<file path="src/rtl/ps2_pkg.sv">
// Shared PS/2 receiver definitions: deframer states, frame geometry and the
// odd-parity check used on every received byte.
package ps2_pkg;

   localparam int PS2_DATA_BITS  = 8;
   localparam int PS2_FRAME_BITS = 11;

   typedef enum logic [1:0] {
      IDLE,
      DATA,
      PARITY,
      STOP
   } ps2_rx_state_t;

   // Odd parity holds when the data bits plus the parity bit contain an odd number of ones.
   function automatic logic ps2_odd_parity_ok(input logic [PS2_DATA_BITS-1:0] data,
                                              input logic                     par);
      return ^{par, data};
   endfunction

endpackage

</file>
<file path="src/rtl/ps2_byte_fifo.sv">
// Show-ahead FIFO for received scancodes: the head entry is always visible and a
// push is still accepted when full if a pop frees a slot on the same edge.
module ps2_byte_fifo #(
   parameter  int DEPTH = 8,
   parameter  int WIDTH = 8,
   localparam int AW    = $clog2(DEPTH),
   localparam int CW    = $clog2(DEPTH + 1)
) (
   input  logic             clk,
   input  logic             reset,
   input  logic             push,
   input  logic [WIDTH-1:0] push_data,
   input  logic             pop,
   output logic [WIDTH-1:0] head,
   output logic             full,
   output logic             empty,
   output logic [CW-1:0]    count
);

   logic [WIDTH-1:0] mem [DEPTH];
   logic [AW-1:0]    wr_ptr;
   logic [AW-1:0]    rd_ptr;
   logic             pop_ok;
   logic             push_ok;

   assign full    = (count == CW'(DEPTH));
   assign empty   = (count == '0);
   assign pop_ok  = pop && !empty;
   assign push_ok = push && (!full || pop_ok);
   assign head    = mem[rd_ptr];

   // DEPTH is a power of two, so the pointers wrap by natural overflow
   always_ff @(posedge clk or negedge reset) begin
      if (!reset) begin
         wr_ptr <= '0;
         rd_ptr <= '0;
         count  <= '0;
      end else begin
         if (push_ok) wr_ptr <= wr_ptr + 1'b1;
         if (pop_ok)  rd_ptr <= rd_ptr + 1'b1;
         case ({push_ok, pop_ok})
            2'b10:   count <= count + 1'b1;
            2'b01:   count <= count - 1'b1;
            default: count <= count;
         endcase
      end
   end

   always_ff @(posedge clk) begin
      if (push_ok) mem[wr_ptr] <= push_data;
   end

endmodule

</file>
<file path="src/rtl/ps2_rx_fifo.sv">
// PS/2 device-to-host receiver: line synchroniser, clock glitch filter, 11-bit
// deframer with parity/stop/timeout checks, and a scancode FIFO toward the decoder.
module ps2_rx_fifo
   import ps2_pkg::*;
#(
   parameter  int SYNC_STAGES    = 2,
   parameter  int FILTER_LEN     = 8,
   parameter  int TIMEOUT_CYCLES = 100000,
   parameter  int FIFO_DEPTH     = 8,
   localparam int CNT_W          = $clog2(FIFO_DEPTH + 1)
) (
   input  logic             clk,
   input  logic             reset,
   input  logic             ps2_clk,
   input  logic             ps2_data,
   output logic [7:0]       rx_data,
   output logic             rx_valid,
   input  logic             rx_ready,
   output logic [CNT_W-1:0] fifo_count,
   output logic             busy,
   output logic             err_parity,
   output logic             err_frame,
   output logic             err_timeout,
   output logic             err_overrun
);

   localparam int TMO_W = $clog2(TIMEOUT_CYCLES + 1);

   logic [SYNC_STAGES-1:0]   clk_sync;
   logic [SYNC_STAGES-1:0]   dat_sync;
   logic                     clk_s;
   logic                     dat_s;
   logic [FILTER_LEN-1:0]    filt_hist;
   logic [FILTER_LEN-1:0]    hist_next;
   logic                     filt_clk;
   logic                     filt_clk_d;
   logic                     strobe;

   ps2_rx_state_t            state;
   ps2_rx_state_t            state_nxt;
   logic [2:0]               bit_idx;
   logic [TMO_W-1:0]         tmo_cnt;
   logic                     tmo_hit;
   logic [PS2_DATA_BITS-1:0] shreg;
   logic                     par_bit;
   logic                     stop_strobe;
   logic                     frm_bad;
   logic                     par_bad;
   logic                     frm_good;

   logic [7:0]               byte_p1;
   logic                     push_p1;
   logic                     par_err_p1;
   logic                     frm_err_p1;
   logic                     tmo_err_p1;
   logic                     fifo_full;
   logic                     fifo_empty;
   logic [7:0]               fifo_head;

   assign clk_s = clk_sync[SYNC_STAGES-1];
   assign dat_s = dat_sync[SYNC_STAGES-1];

   // ---- stage 0: synchronise both lines, idle-high after reset
   always_ff @(posedge clk or negedge reset) begin
      if (!reset) begin
         clk_sync <= '1;
         dat_sync <= '1;
      end else begin
         clk_sync <= {clk_sync[SYNC_STAGES-2:0], ps2_clk};
         dat_sync <= {dat_sync[SYNC_STAGES-2:0], ps2_data};
      end
   end

   generate
      if (FILTER_LEN == 1) begin : g_hist1
         assign hist_next = clk_s;
      end else begin : g_histn
         assign hist_next = {filt_hist[FILTER_LEN-2:0], clk_s};
      end
   endgenerate

   // ---- stage 1: filtered clock changes only after FILTER_LEN agreeing samples
   always_ff @(posedge clk or negedge reset) begin
      if (!reset) begin
         filt_hist  <= '1;
         filt_clk   <= 1'b1;
         filt_clk_d <= 1'b1;
      end else begin
         filt_hist <= hist_next;
         if (filt_hist == '0)      filt_clk <= 1'b0;
         else if (filt_hist == '1) filt_clk <= 1'b1;
         filt_clk_d <= filt_clk;
      end
   end

   assign strobe  = filt_clk_d && !filt_clk;
   assign tmo_hit = (state != IDLE) && !strobe && (tmo_cnt == TMO_W'(TIMEOUT_CYCLES - 1));

   // ---- stage 2: deframer state register and control counters
   always_ff @(posedge clk or negedge reset) begin
      if (!reset) begin
         state   <= IDLE;
         bit_idx <= '0;
         tmo_cnt <= '0;
      end else begin
         state <= state_nxt;
         if (strobe || state == IDLE || tmo_hit) tmo_cnt <= '0;
         else                                    tmo_cnt <= tmo_cnt + 1'b1;
         if (strobe && state == IDLE)      bit_idx <= '0;
         else if (strobe && state == DATA) bit_idx <= bit_idx + 1'b1;
      end
   end

   always_comb begin
      state_nxt = state;
      if (tmo_hit) begin
         state_nxt = IDLE;
      end else if (strobe) begin
         case (state)
            IDLE:    if (!dat_s) state_nxt = DATA;
            DATA:    if (bit_idx == 3'(PS2_DATA_BITS - 1)) state_nxt = PARITY;
            PARITY:  state_nxt = STOP;
            STOP:    state_nxt = IDLE;
            default: state_nxt = IDLE;
         endcase
      end
   end

   // A bad stop bit masks any parity verdict on the same frame
   always_comb begin
      stop_strobe = strobe && (state == STOP);
      frm_bad     = stop_strobe && !dat_s;
      par_bad     = stop_strobe && dat_s && !ps2_odd_parity_ok(shreg, par_bit);
      frm_good    = stop_strobe && dat_s && ps2_odd_parity_ok(shreg, par_bit);
   end

   always_ff @(posedge clk) begin
      if (strobe && state == DATA)   shreg   <= {dat_s, shreg[PS2_DATA_BITS-1:1]};
      if (strobe && state == PARITY) par_bit <= dat_s;
      if (stop_strobe)               byte_p1 <= shreg;
   end

   // ---- stage 3: registered push and error pulses, one cycle after the stop strobe
   always_ff @(posedge clk or negedge reset) begin
      if (!reset) begin
         push_p1    <= 1'b0;
         par_err_p1 <= 1'b0;
         frm_err_p1 <= 1'b0;
         tmo_err_p1 <= 1'b0;
      end else begin
         push_p1    <= frm_good;
         par_err_p1 <= par_bad;
         frm_err_p1 <= frm_bad;
         tmo_err_p1 <= tmo_hit;
      end
   end

   ps2_byte_fifo #(
      .DEPTH (FIFO_DEPTH),
      .WIDTH (8)
   ) u_fifo (
      .clk       (clk),
      .reset     (reset),
      .push      (push_p1),
      .push_data (byte_p1),
      .pop       (rx_ready),
      .head      (fifo_head),
      .full      (fifo_full),
      .empty     (fifo_empty),
      .count     (fifo_count)
   );

   assign rx_valid    = !fifo_empty;
   assign rx_data     = rx_valid ? fifo_head : 8'h00;
   assign busy        = (state != IDLE);
   assign err_parity  = par_err_p1;
   assign err_frame   = frm_err_p1;
   assign err_timeout = tmo_err_p1;
   // Full implies non-empty, so rx_ready alone tells whether a slot frees this edge
   assign err_overrun = push_p1 && fifo_full && !rx_ready;

endmodule

</file>
<file path="config.mk">
export PLATFORM = sky130hd
export DESIGN_NAME = ps2_rx_fifo
export DESIGN_NICKNAME = d
export VERILOG_FILES = /design/src/rtl/ps2_pkg.sv /design/src/rtl/ps2_byte_fifo.sv /design/src/rtl/ps2_rx_fifo.sv
export SDC_FILE = /design/constraint.sdc
export NUM_CORES = 1
export LEC_CHECK = 0
export BUFFER_PORTS_ARGS = -buffer_cell sky130_fd_sc_hd__buf_2
export CAP_MARGIN = 0
export CORE_MARGIN = 2
export CORE_UTILIZATION = 42
export DETAILED_ROUTE_END_ITERATION = 10
export GPL_ROUTABILITY_DRIVEN = 0
export GPL_TIMING_DRIVEN = 0
export PLACE_DENSITY = 0.58
export SETUP_SLACK_MARGIN = 0.2
export SLEW_MARGIN = 5
export SYNTH_ARGS = -nofsm -noshare
export SYNTH_HDL_FRONTEND = slang
export SYNTH_SLANG_ARGS = --single-unit
</file>
<file path="constraint.sdc">
create_clock -name clk -period 3.55 [get_ports clk]
set_clock_uncertainty 0.05 [all_clocks]
set_input_delay 0.71 -clock clk [delete_from_list [all_inputs] [get_ports clk]]
set_output_delay 0.71 -clock clk [all_outputs]
set_load 0.01 [all_outputs]
</file>
* After elaboration in Yosys (flattened, before gate mapping) *
Memory sizes are Yosys's and may differ from the RTL's.
Index checks and enable logic that the tools add are counted.

word-level totals
  register bits after elaboration = 67
  RAM bits = 64
  input port bits = 5
  output and inout port bits = 18
  word-level logic and storage cells = 85
  memories kept = 1

cells by class
  add/subtract/negate cells = 6
  equality and inequality tests = 11
  multiplexer cells = 14
  reductions and logical operators = 35

memories
  memory      words  bits a word  read ports  clocked after memory_dff  write ports  RTL line             source
  u_fifo.mem  8      8            1           0                         1            ps2_byte_fifo.sv:20  logic [WIDTH-1:0] mem [DEPTH];

operators with widths
  kind                                                                number
  17-bit by 1-bit adder with 17-bit output, second input constant     1
  17-bit == test, second input constant                               1
  17-bit 2-to-1 mux                                                   1
  1-bit logical AND                                                   15
  2-bit nonzero test                                                  5
  3-bit by 1-bit adder with 3-bit output, second input constant       3
  9-bit XOR reduction                                                 1
  8-bit == test, second input constant                                1
  8-bit zero test                                                     1
  2-bit 2-to-1 mux                                                    4
  8-bit 2-to-1 mux                                                    1
  2-bit one-hot mux with 4 select lines                               1
  4-bit one-hot mux with 2 select lines                               1
  1-bit zero test                                                     7
  2-bit == test, second input constant                                3
  3-bit 2-to-1 mux                                                    2
  4-bit by 1-bit adder with 4-bit output, second input constant       1
  2-bit by 1-bit == test with 1-bit output, second input constant     2
  4-bit == test, second input constant                                1
  4-bit zero test                                                     1
  1-bit 2-to-1 mux                                                    4
  4-bit by 1-bit subtractor with 4-bit output, second input constant  1
  3-bit == test, second input constant                                1
  1-bit logical OR                                                    3
  other kinds (4)                                                     4

* Longest topological paths before layout *
Gate-level depths: netlist of the first run.

  depth after elaboration = 7
  depth in mapped cells = 12
  mapped depth without buffers = 11

* Hierarchy *
A second synthesis of the first run with hierarchy kept.

unflattened totals
  cell total of the unflattened synthesis = 350
  area, all modules = 5552.8 um^2

modules (own cells, without submodules)
  module         instances  cells an instance  area an instance (um^2)
  ps2_byte_fifo  1          162                3150.5
  ps2_rx_fifo    1          188                2402.3

* Worst setup path after synthesis of the first run *
No wires, ideal clock.

  path type = register to register
  start point = reg u_fifo.count[0]
  end point = reg u_fifo.count[2]
  data arrival time = 2.362 ns
  data required time = 3.371 ns
  slack = 1.009 ns
  cell stages (with the launch flop) = 13
  path through = dfrtp_1 > or3_4 > nor2_8 > inv_4 > and2_4 > buf_6 > ha_1 > xor2_1 > ha_1 > a21oi_1 > xor2_1 > nor2_1 > xor2_1

between the ends
  longest elaborated chain between the ends = 7
  elaborated cells between the ends (all ways) = 13
  those cells by class = 2 x add/sub; 3 x eq/ne; 1 x mux; 7 x reduce/logical

RTL lines
  item                                                                                RTL line             source
  start, declared                                                                     ps2_byte_fifo.sv:17  output logic [CW-1:0] count
  start signal, assigned                                                              ps2_byte_fifo.sv:42  2'b10: count <= count + 1'b1;
  start signal, assigned                                                              ps2_byte_fifo.sv:43  2'b01: count <= count - 1'b1;
  start signal, assigned                                                              ps2_byte_fifo.sv:44  default: count <= count;
  4-bit zero test *                                                                   ps2_byte_fifo.sv:27  assign empty = (count == '0);
  1-bit zero test *                                                                   -
  net rx_valid                                                                        ps2_rx_fifo.sv:17    output logic rx_valid,
  1-bit logical AND *                                                                 ps2_byte_fifo.sv:28  assign pop_ok = pop && !empty;
  net u_fifo.pop_ok                                                                   ps2_byte_fifo.sv:23  logic pop_ok;
  1-bit logical OR                                                                    ps2_byte_fifo.sv:29  assign push_ok = push && (!full || pop_ok);
  1-bit logical AND                                                                   ps2_byte_fifo.sv:29
  2-bit by 1-bit == test with 1-bit output / 2-bit == test (equally long branches)    ps2_byte_fifo.sv:41  case ({push_ok, pop_ok})
  4-bit one-hot mux with 2 select lines / 2-bit nonzero test (equally long branches)  -

The timed path passes the listed nets; every way through them passes the cells marked *.
A chain may end at the register's enable or synchronous reset.

* Final worst setup path of the first run *
  start point = reg u_fifo.rd_ptr[0]
  end point = out rx_data[7]

between the ends
  longest elaborated chain between the ends = 2

RTL lines
  item                    RTL line             source
  start, declared         ps2_byte_fifo.sv:22  logic [AW-1:0] rd_ptr;
  start signal, assigned  ps2_byte_fifo.sv:40  if (pop_ok) rd_ptr <= rd_ptr + 1'b1;
  memory 8 x 8 bit        -
  8-bit 2-to-1 mux        ps2_rx_fifo.sv:174   assign rx_data = rx_valid ? fifo_head : 8'h00;
  end, declared           ps2_rx_fifo.sv:16    output logic [7:0] rx_data,

Every way passes these cells.

==> results of run 1 <==
[how the worst max path moves through the flow]
stage,to,depth (start not counted)
5_1_grt,rx_data[7],6
4_1_cts,rx_data[2],6
3_5_place_dp,u_fifo.mem[1][5],5
3_3_place_gp,u_fifo.mem[1][5],5
2_1_floorplan,u_fifo.count[2],12
6_report,rx_data[7],6
[kinds of logic after synthesis]
group / after synthesis
DFF: 131
and+or+nand+nor: 101
muxes: 27
AOI/OAI and AO/OA: 26
xor gates and xnor gates: 25
buffers and inverters: 21
adders and majority gates: 13
[power breakdown]
group | total [mW] | switching, mW | internal, mW
clock | 1.83 | 0.591 | 1.24
sequential | 1.79 | 0.0854 | 1.71
combinational | 0.921 | 0.471 | 0.451
[per-layer routing]
layer / up-vias / global-route usage
met5: - / 0
met4: 0 / 0.0659
met3: 16 / 0.0463
met2: 38 / 0.218
met1: 1424 / 0.194
li1: 1364 / -
[stage by stage]
step / hold slack (ns) / power, mW / cell area, um^2
4_1_cts: 0.306 / 4.60 / 6330
5_1_grt: 0.310 / 4.76 / 6340
2_1_floorplan: 0.295 / 2.50 / 5380
3_5_place_dp: 0.299 / 2.76 / 5710
6_report: 0.302 / 4.54 / 6340
3_3_place_gp: 0.297 / 2.73 / 5710
[layout make-up]
| type | count | area, um^2 |
|---|---|---|
| fill | 1077 | 6230 |
| multi-input combinational | 192 | 1590 |
| buffer | 10 | 53.8 |
| sequential | 131 | 3700 |
| tap | 172 | 215 |
| inverter | 11 | 43.8 |
| timing repair buffer | 22 | 110 |
| clock buffer | 21 | 440 |
| clock inverter | 11 | 184 |
[placed cells by master (no fill, tap or decap), drive strengths merged, types with 2 or more instances in the layout]
| cell | Yosys | layout |
|---|---|---|
| nand2 | 16 | 16 |
| nor2 | 33 | 33 |
| nand3 | 5 | 5 |
| buf | 7 | 29 |
| bufinv | 0 | 5 |
| nor3 | 5 | 5 |
| o31ai | 3 | 3 |
| nand4 | 8 | 8 |
| and2 | 5 | 5 |
| nand2b | 5 | 5 |
| mux4 | 16 | 16 |
| or4 | 3 | 3 |
| o21ai | 5 | 5 |
| and4 | 2 | 2 |
| nor2b | 4 | 4 |
| mux2 | 3 | 3 |
| ha | 13 | 13 |
| o211ai | 2 | 2 |
| xor2 | 16 | 16 |
| clkinv | 0 | 5 |
| edfxtp | 81 | 81 |
| clkbuf | 3 | 24 |
| o22ai | 3 | 3 |
| inv | 11 | 11 |
| or3 | 3 | 3 |
| and3 | 4 | 4 |
| dfstp | 14 | 14 |
| a21oi | 9 | 9 |
| dfrtp | 36 | 36 |
| xnor2 | 8 | 8 |
| mux2i | 8 | 8 |
[state kept, by name (all words and copies together) (netlist names), 2 cells and up]
signal	flops
shreg	8
dat_sync	2
clk_sync	2
u_fifo.rd_ptr	3
u_fifo.count	4
byte_p1	8
state	2
bit_idx	3
u_fifo.mem	64
tmo_cnt	17
u_fifo.wr_ptr	3
filt_hist	8
==> run summary, run 1 <==
Top post-synthesis cells by area: edfxtp_1 45%, dfrtp_1 17%, dfstp_2 6.8%, mux4_2 6.7%, ha_1 3.0%
Synth Flop Type: edfxtp_1
HP Start: clk_sync[1]
Metal2 WL: 4090 um
Die area: 13700 um^2
Top delay family on crit path: buffers and inverters
Syn-to-layout area delta: 17.8%
Reg2reg start: u_fifo.count[1]
Count of cell types in the netlist: 52
Count leader, synth: edfxtp_1
Core Rows: 41
Worst R2R End: u_fifo.count[2]
DRT antenna net count: 0
Fin nets: 403
Tcrit/Tclk final: 0.880
Worst Path Buf+Inv: 3
Cell Chain, Critical Path: buf_2, buf_2, mux4_2, mux2i_1, nor2_1, buf_2
Total Wirelength: 8860 um
Htree depth: 4
Critical path startpoint category: register
Mux cell area share after synthesis: 0.0888
Fin worst setup slack: 0.425 ns
Slew @ Worst Pin: 1.10 ns
Die width: 117 um
Syn_nets: 362
Vias in the first global route: 2812
Crit-path max FO: 10
WP data arrival: 2.37 ns
DR top layer: met4
Initial Util: 0.428
Placed insts: 538
Crit-path most repeated cell: buf_2
Clk root buf: clkbuf_16
Global-route wire length before repair: 14500 um
I/O Buffers: 22
Leak: 2.39 nW
Max_cap viols: 0
Critical path's largest stage delay: 0.56 ns
Worst hold path depth: 0
Met3 wire length: 264 um
Final Hold Viols: 0
Slew HR: 0.266
M1 wire length: 4350 um
Final Non-Filler Cells: 570
Achievable frequency: 320 MHz
Synth Area in Adders: 0.0302
FF-to-FF setup slack: 0.91 ns
Detailed-route DRC error count: 0
Via Count: 2842
Max Buffers Root-to-Sink: 2
Largest family of logic cells by synthesized area: simple AND/OR/NAND/NOR gates
Required time of the critical path: 2.79 ns
I/O pin cnt: 23
Share of the synthesized area in the top cell type: 0.452
Synth Register Bits: 131
# hold bufs at CTS: 0
Ys Warns: 0
Peak supply drop: 0.419 mV
Synthesized instance count: 344
Synth Area per Inst: 15.6 um^2
Via density: 4.99
Post-DP HPWL: 5820 um
CTS sink cnt: 131
Antenna Cells: 0
WS Path Type: register to output port
DIE HEIGHT: 117 um
Layout cells sized above 1: 0.244
Synth Area in Compound Gates: 0.0295
Register area share after synthesis: 0.688
TNS Setup: 0 ns
Overflow after GRT: 0
Synth cell count leaders: 81 x edfxtp_1, 36 x dfrtp_1, 32 x nor2_1
WHS Endpoint: filt_hist[0]
Beginning of the critical path: u_fifo.rd_ptr[0]
CTS Buf Count: 17
Core area: 12600 um^2
Slew Viols, Final: 0
Largest net degree at the start of global routing: 51
Mapped cell area: 5380 um^2
Status: completed
Average wire per standard cell: 15.5 um
Post-cts resize count: 0
Pwr/cell area: 716 nW/um^2
Post-layout min period: 3.13 ns
Hold Path Class: register to register
Post-Synth XOR/XNOR Area: 0.0433
Cell depth of the worst flop-to-flop path: 12
CTS tree: yes
First-pass iteration count of the detailed router: 4
Initial DRC count: 202
Worst-path clk slew: 0.05 ns
Worst-Skew Late Latency: 0.41 ns
RSZ-0062 raised after global routing: no
Largest area contributor in the netlist: edfxtp_1
Final design utilization: 0.504
CP Capture Type: output port
Setup-failing EPs final: 0
Slowest cell on the critical path: mux4_2
Global-route usage over all layers: 0.145
Simple logic cell fraction of the synthesized area: 0.102
Synth async-reset ratio: 0.382
Initial antenna violation count: 0
Place WS: 0.530 ns
Post-CTS Setup Bufs: 0
Post-synth EDFFs: 81
Note: power is estimated with default switching activity, not from simulation.
==> inputs of run 2 (changes only) <==
--- a/config.mk
+++ b/config.mk
@@ -13,6 +13,7 @@
 export GPL_ROUTABILITY_DRIVEN = 0
 export GPL_TIMING_DRIVEN = 0
 export PLACE_DENSITY = 0.58
+export RECOVER_POWER = 50
 export SETUP_SLACK_MARGIN = 0.2
 export SLEW_MARGIN = 5
 export SYNTH_ARGS = -nofsm -noshare
==> run 2 against run 1 <==
  * The run now ends with max-capacitance violations, max-slew violations left
  * Register-to-register slack about the same
  * Power about the same
  * Design area about the same
  * Combinational power hardly changed
  * Die area unchanged
  * Worst setup slack hardly changed
  * Worst hold slack improved by 0.0033 ns
  * Via count is essentially flat
  * Global-route usage is the same
  * Critical endpoint unchanged
  * Largest power group unchanged
==> run summary, run 2 (synthesis results as in run 1) <==
First-pass iteration count of the detailed router: 4
Global-route usage over all layers: 0.145
Slowest cell on the critical path: mux4_2
Placed insts: 538
Part of the power in registers: 0.394
Total Wirelength: 8870 um
# hold bufs at CTS: 0
Worst-Skew Late Latency: 0.41 ns
Die width: 117 um
Core area: 12600 um^2
Required time of the critical path: 2.79 ns
Post-CTS Setup Bufs: 0
Clk root buf: clkbuf_16
Fill cell count: 1078
Most frequent cells in the layout: 81 x edfxtp_1, 36 x dfrtp_1, 32 x nor2_1, 25 x buf_2, 17 x clkbuf_16
Core Rows: 41
Tcrit/Tclk final: 0.880
CP Capture Type: output port
Cell area after layout: 6340 um^2
Gate power share: 0.203
Via Count: 2844
Antenna Cells: 0
Syn-to-layout area delta: 17.8%
Crit-path most repeated cell: buf_2
Top delay family on crit path: buffers and inverters
Pint: 3.39 mW
WS Path Type: register to output port
Critical path depth: 6
Fin nets: 403
DRT antenna net count: 0
Slew Viols, Final: 51
Post-DP HPWL: 5820 um
Via density: 4.99
Detailed-route DRC error count: 0
CTS sink cnt: 131
Critical path startpoint category: register
Clock share of power: 0.403
Vias in the first global route: 2812
Top flop regs: u_fifo.mem (64), tmo_cnt (17)
Die area: 13700 um^2
Peak supply drop: 0.419 mV
RSZ-0062 raised after global routing: no
Global-route wire length before repair: 14500 um
Critical path's largest stage delay: 0.56 ns
Status: complete, but fails checks
Layout cells sized above 1: 0.219
Final Hold Viols: 0
Achievable frequency: 320 MHz
Initial antenna violation count: 0
Cell depth of the worst flop-to-flop path: 12
Post-layout min period: 3.13 ns
Biggest register: u_fifo.mem
Switching Power: 1.15 mW
Pwr/cell area: 716 nW/um^2
Worst hold path depth: 0
Commonest non-fill, non-tap cell in the layout: edfxtp_1
Worst-path clk slew: 0.05 ns
Hold Path Class: register to register
I/O Buffers: 22
Slew @ Worst Pin: 2.63 ns
Setup-failing EPs final: 0
Initial Util: 0.428
Cell Chain, Critical Path: buf_2, buf_2, mux4_2, mux2i_1, nor2_1, buf_2
Initial DRC count: 202
WP data arrival: 2.37 ns
Max Buffers Root-to-Sink: 2
Average wire per standard cell: 15.6 um
I/O pin cnt: 23
Total chip power: 4.54 mW
Largest net degree at the start of global routing: 51
TNS Setup: 0 ns
Number of flip-flops under the largest register name: 64
Max_cap viols: 1
Worst Path Buf+Inv: 3
CTS Buf Count: 17
Placement Cell Area: 5710 um^2
Leak: 2.39 nW
Htree depth: 4
Sw frac: 0.253
Crit-path max FO: 10
DIE HEIGHT: 117 um
Post-cts resize count: 0
Slew HR: -0.755
CTS tree: yes
Violated checks: max-capacitance violations, max-slew violations
Final Non-Filler Cells: 570
Overflow after GRT: 0
-- run 2: worst paths after layout --
kind | from | end | slack (ns)
setup / recovery | u_fifo.rd_ptr[0] | rx_data[7] | 0.42
hold / removal | clk_sync[0] | clk_sync[1] | 0.30
max in group asynchronous | reset | state[1] | 0.88
setup reg to reg | u_fifo.count[1] | u_fifo.count[2] | 0.91
hold reg to reg | clk_sync[0] | clk_sync[1] | 0.30
min in group asynchronous | reset | tmo_cnt[9] | 1.08
-- run 2: metal layers --
layer | global-route usage | wire length (um) | vias to the layer above
li1 | - | - | 1363
met4 | 0.0659 | 163 | 0
met5 | 0 | 0 | -
met3 | 0.0463 | 264 | 16
met1 | 0.194 | 4350 | 1427
met2 | 0.218 | 4100 | 38
-- run 2: cell type report --
type | count | area [um^2] | share of cell area
plain buffers | 10 | 53.8 | 0.00849
clock buffers | 21 | 440 | 0.0695
clock inverters | 11 | 184 | 0.0290
inverters | 11 | 43.8 | 0.00691
multi-input cells | 192 | 1590 | 0.251
flip-flops and latches | 131 | 3700 | 0.584
well taps | 172 | 215 | 0.0340
repair buffers | 22 | 109 | 0.0172
-- run 2: metrics by stage --
stage	setup WS [ns]	util	hold WS (ns)
2_1_floorplan	1.01	-	0.295
3_3_place_gp	0.615	0.454	0.297
3_5_place_dp	0.530	0.454	0.299
4_1_cts	0.344	0.504	0.306
5_1_grt	0.246	0.504	0.312
6_report	0.425	0.504	0.305
-- run 2: power by group through the flow --
stage	Combinational (mW)	Sequential [mW]	Clock, mW
final	0.921	1.79	1.83
after global routing	1.03	1.80	1.93
after CTS	0.946	1.79	1.87
after detailed placement	0.945	1.82	0
after global placement	0.921	1.81	0
after floorplan	0.688	1.81	0
==> inputs of run 3 (changes only) <==
--- a/config.mk
+++ b/config.mk
@@ -7,12 +7,14 @@
 export LEC_CHECK = 0
 export BUFFER_PORTS_ARGS = -buffer_cell sky130_fd_sc_hd__buf_2
 export CAP_MARGIN = 0
+export CELL_PAD_IN_SITES_DETAIL_PLACEMENT = 0
+export CELL_PAD_IN_SITES_GLOBAL_PLACEMENT = 1
 export CORE_MARGIN = 2
 export CORE_UTILIZATION = 42
 export DETAILED_ROUTE_END_ITERATION = 10
 export GPL_ROUTABILITY_DRIVEN = 0
 export GPL_TIMING_DRIVEN = 0
-export PLACE_DENSITY = 0.58
+export PLACE_DENSITY = 0.66
 export RECOVER_POWER = 50
 export SETUP_SLACK_MARGIN = 0.2
 export SLEW_MARGIN = 5
==> run 3 against run 2 <==
  * The flow still finishes with violations (max-capacitance violations, max-slew violations)
  * Final cell count stayed put
  * Non-clock buffer count stayed put
  * Die area stayed put
  * Sequential power hardly changed
  * Combinational power hardly changed
  * Critical path type unchanged
  * Critical endpoint is now rx_data[2]
==> run summary, run 3 (synthesis results as in run 1) <==
Top flop regs: u_fifo.mem (64), tmo_cnt (17)
Violated checks: max-capacitance violations, max-slew violations
Slew Viols, Final: 51
Achievable frequency: 327 MHz
Syn-to-layout area delta: 18.1%
Commonest non-fill, non-tap cell in the layout: edfxtp_1
Final design utilization: 0.506
CTS tree: yes
WS Path Type: register to output port
DRT antenna net count: 0
Fin nets: 403
I/O Buffers: 22
Detailed-route DRC error count: 0
Post-DP HPWL: 5820 um
Total Wirelength: 8840 um
Via density: 4.96
Initial DRC count: 269
CP Capture Type: output port
Die area: 13700 um^2
Slew @ Worst Pin: 2.63 ns
First-pass iteration count of the detailed router: 4
WHS Endpoint: clk_sync[1]
CTS Buf Count: 17
Max_cap viols: 1
Setup-failing EPs final: 0
Biggest register: u_fifo.mem
Critical path startpoint category: register
Critical path's largest stage delay: 0.56 ns
HP Start: clk_sync[0]
Worst R2R End: u_fifo.count[2]
Reg2reg start: u_fifo.count[0]
Required time of the critical path: 2.79 ns
Number of flip-flops under the largest register name: 64
Multi-input logic area: 1590 um^2
Fill cell count: 1067
Crit-path max FO: 10
Leak: 2.39 nW
CTS sink cnt: 131
Core Rows: 41
Via Count: 2827
Initial antenna violation count: 0
Max Buffers Root-to-Sink: 2
Global-route wire length before repair: 14800 um
Overflow after GRT: 0
Cell depth of the worst flop-to-flop path: 12
Post-layout min period: 3.06 ns
Layout cells sized above 1: 0.226
Final Hold Viols: 0
Cell Chain, Critical Path: buf_2, clkbuf_4, mux4_2, mux2i_1, nor2_1, buf_2
Average wire per standard cell: 15.5 um
Antenna Cells: 0
FF-to-FF setup slack: 0.90 ns
TNS Setup: 0 ns
Largest net degree at the start of global routing: 51
WP data arrival: 2.30 ns
Most frequent cells in the layout: 81 x edfxtp_1, 36 x dfrtp_1, 32 x nor2_1, 24 x buf_2, 17 x clkbuf_16
Tcrit/Tclk final: 0.863
Vias in the first global route: 2907
Total chip power: 4.58 mW
Worst hold path depth: 0
Initial Util: 0.428
Clk root buf: clkbuf_16
Global-route usage over all layers: 0.151
DIE HEIGHT: 117 um
Slew HR: -0.752
Die width: 117 um
I/O pin cnt: 23
Peak supply drop: 0.360 mV
Core area: 12600 um^2
Worst-path clk slew: 0.06 ns
RSZ-0062 raised after global routing: no
Status: complete, but fails checks
Htree depth: 4
Hold Path Class: register to register
Worst-Skew Late Latency: 0.41 ns
Register area: 3700 um^2
Pwr/cell area: 721 nW/um^2
Crit-path most repeated cell: buf_2
Slowest cell on the critical path: mux4_2
[run 3: stage by stage]
stage,cell area (um^2),hold slack [ns],instances,worst slack [ns]
after floorplan,5380,0.295,344,1.01
after global routing,6350,0.322,570,0.254
after global placement,5710,0.296,538,0.558
after CTS,6350,0.306,570,0.324
after detailed placement,5710,0.298,538,0.645
final,6350,0.309,570,0.488
[run 3: final cells by class]
| class | instances | area share |
|---|---|---|
| plain buffers | 10 | 0.00886 |
| clock buffers | 18 | 0.0675 |
| clock inverters | 14 | 0.0329 |
| inverters | 11 | 0.00689 |
| multi-input cells | 192 | 0.250 |
| flip-flops and latches | 131 | 0.582 |
| well taps | 172 | 0.0339 |
| repair buffers | 22 | 0.0171 |
[run 3: worst max path at each step]
| stage | cells after the start | endpoint | from | slack [ns] |
|---|---|---|---|---|
| final | 6 | rx_data[2] | u_fifo.rd_ptr[0] | 0.49 |
| after global routing | 6 | rx_data[7] | u_fifo.rd_ptr[0] | 0.25 |
| after CTS | 6 | rx_data[1] | u_fifo.rd_ptr[0] | 0.32 |
| after detailed placement | 5 | u_fifo.mem[0][5] | rx_ready | 0.64 |
| after global placement | 5 | u_fifo.mem[1][5] | rx_ready | 0.56 |
| after floorplan | 12 | u_fifo.count[2] | u_fifo.count[0] | 1.01 |
[run 3: report_power, final]
group / internal (mW) / switching (mW)
clock network: 1.24 / 0.627
logic: 0.452 / 0.466
registers: 1.70 / 0.0886
total: 3.40 / 1.18
[run 3: worst max-delay path: cells and delay by family (launching register included)]
family / cells / cell delay, ns
and+or+nand+nor: 1 / 0.05
buffers and inverters: 3 / 0.77
DFF: 1 / 0.35
muxes: 2 / 0.72
[run 3: layer usage]
metal / vias to the layer above / GRT usage / share of wire
met1: 1398 / 0.198 / 0.47
met4: 0 / 0.0706 / 0.013
met5: - / 0 / 0
met2: 53 / 0.226 / 0.47
met3: 11 / 0.0510 / 0.049
li1: 1365 / - / -
[run 3: timing repair]
item	in CTS	in global routing
setup endpoints to repair	0	6
hold buffers	0	0
resized for setup	0	1
buffers inserted	0	0
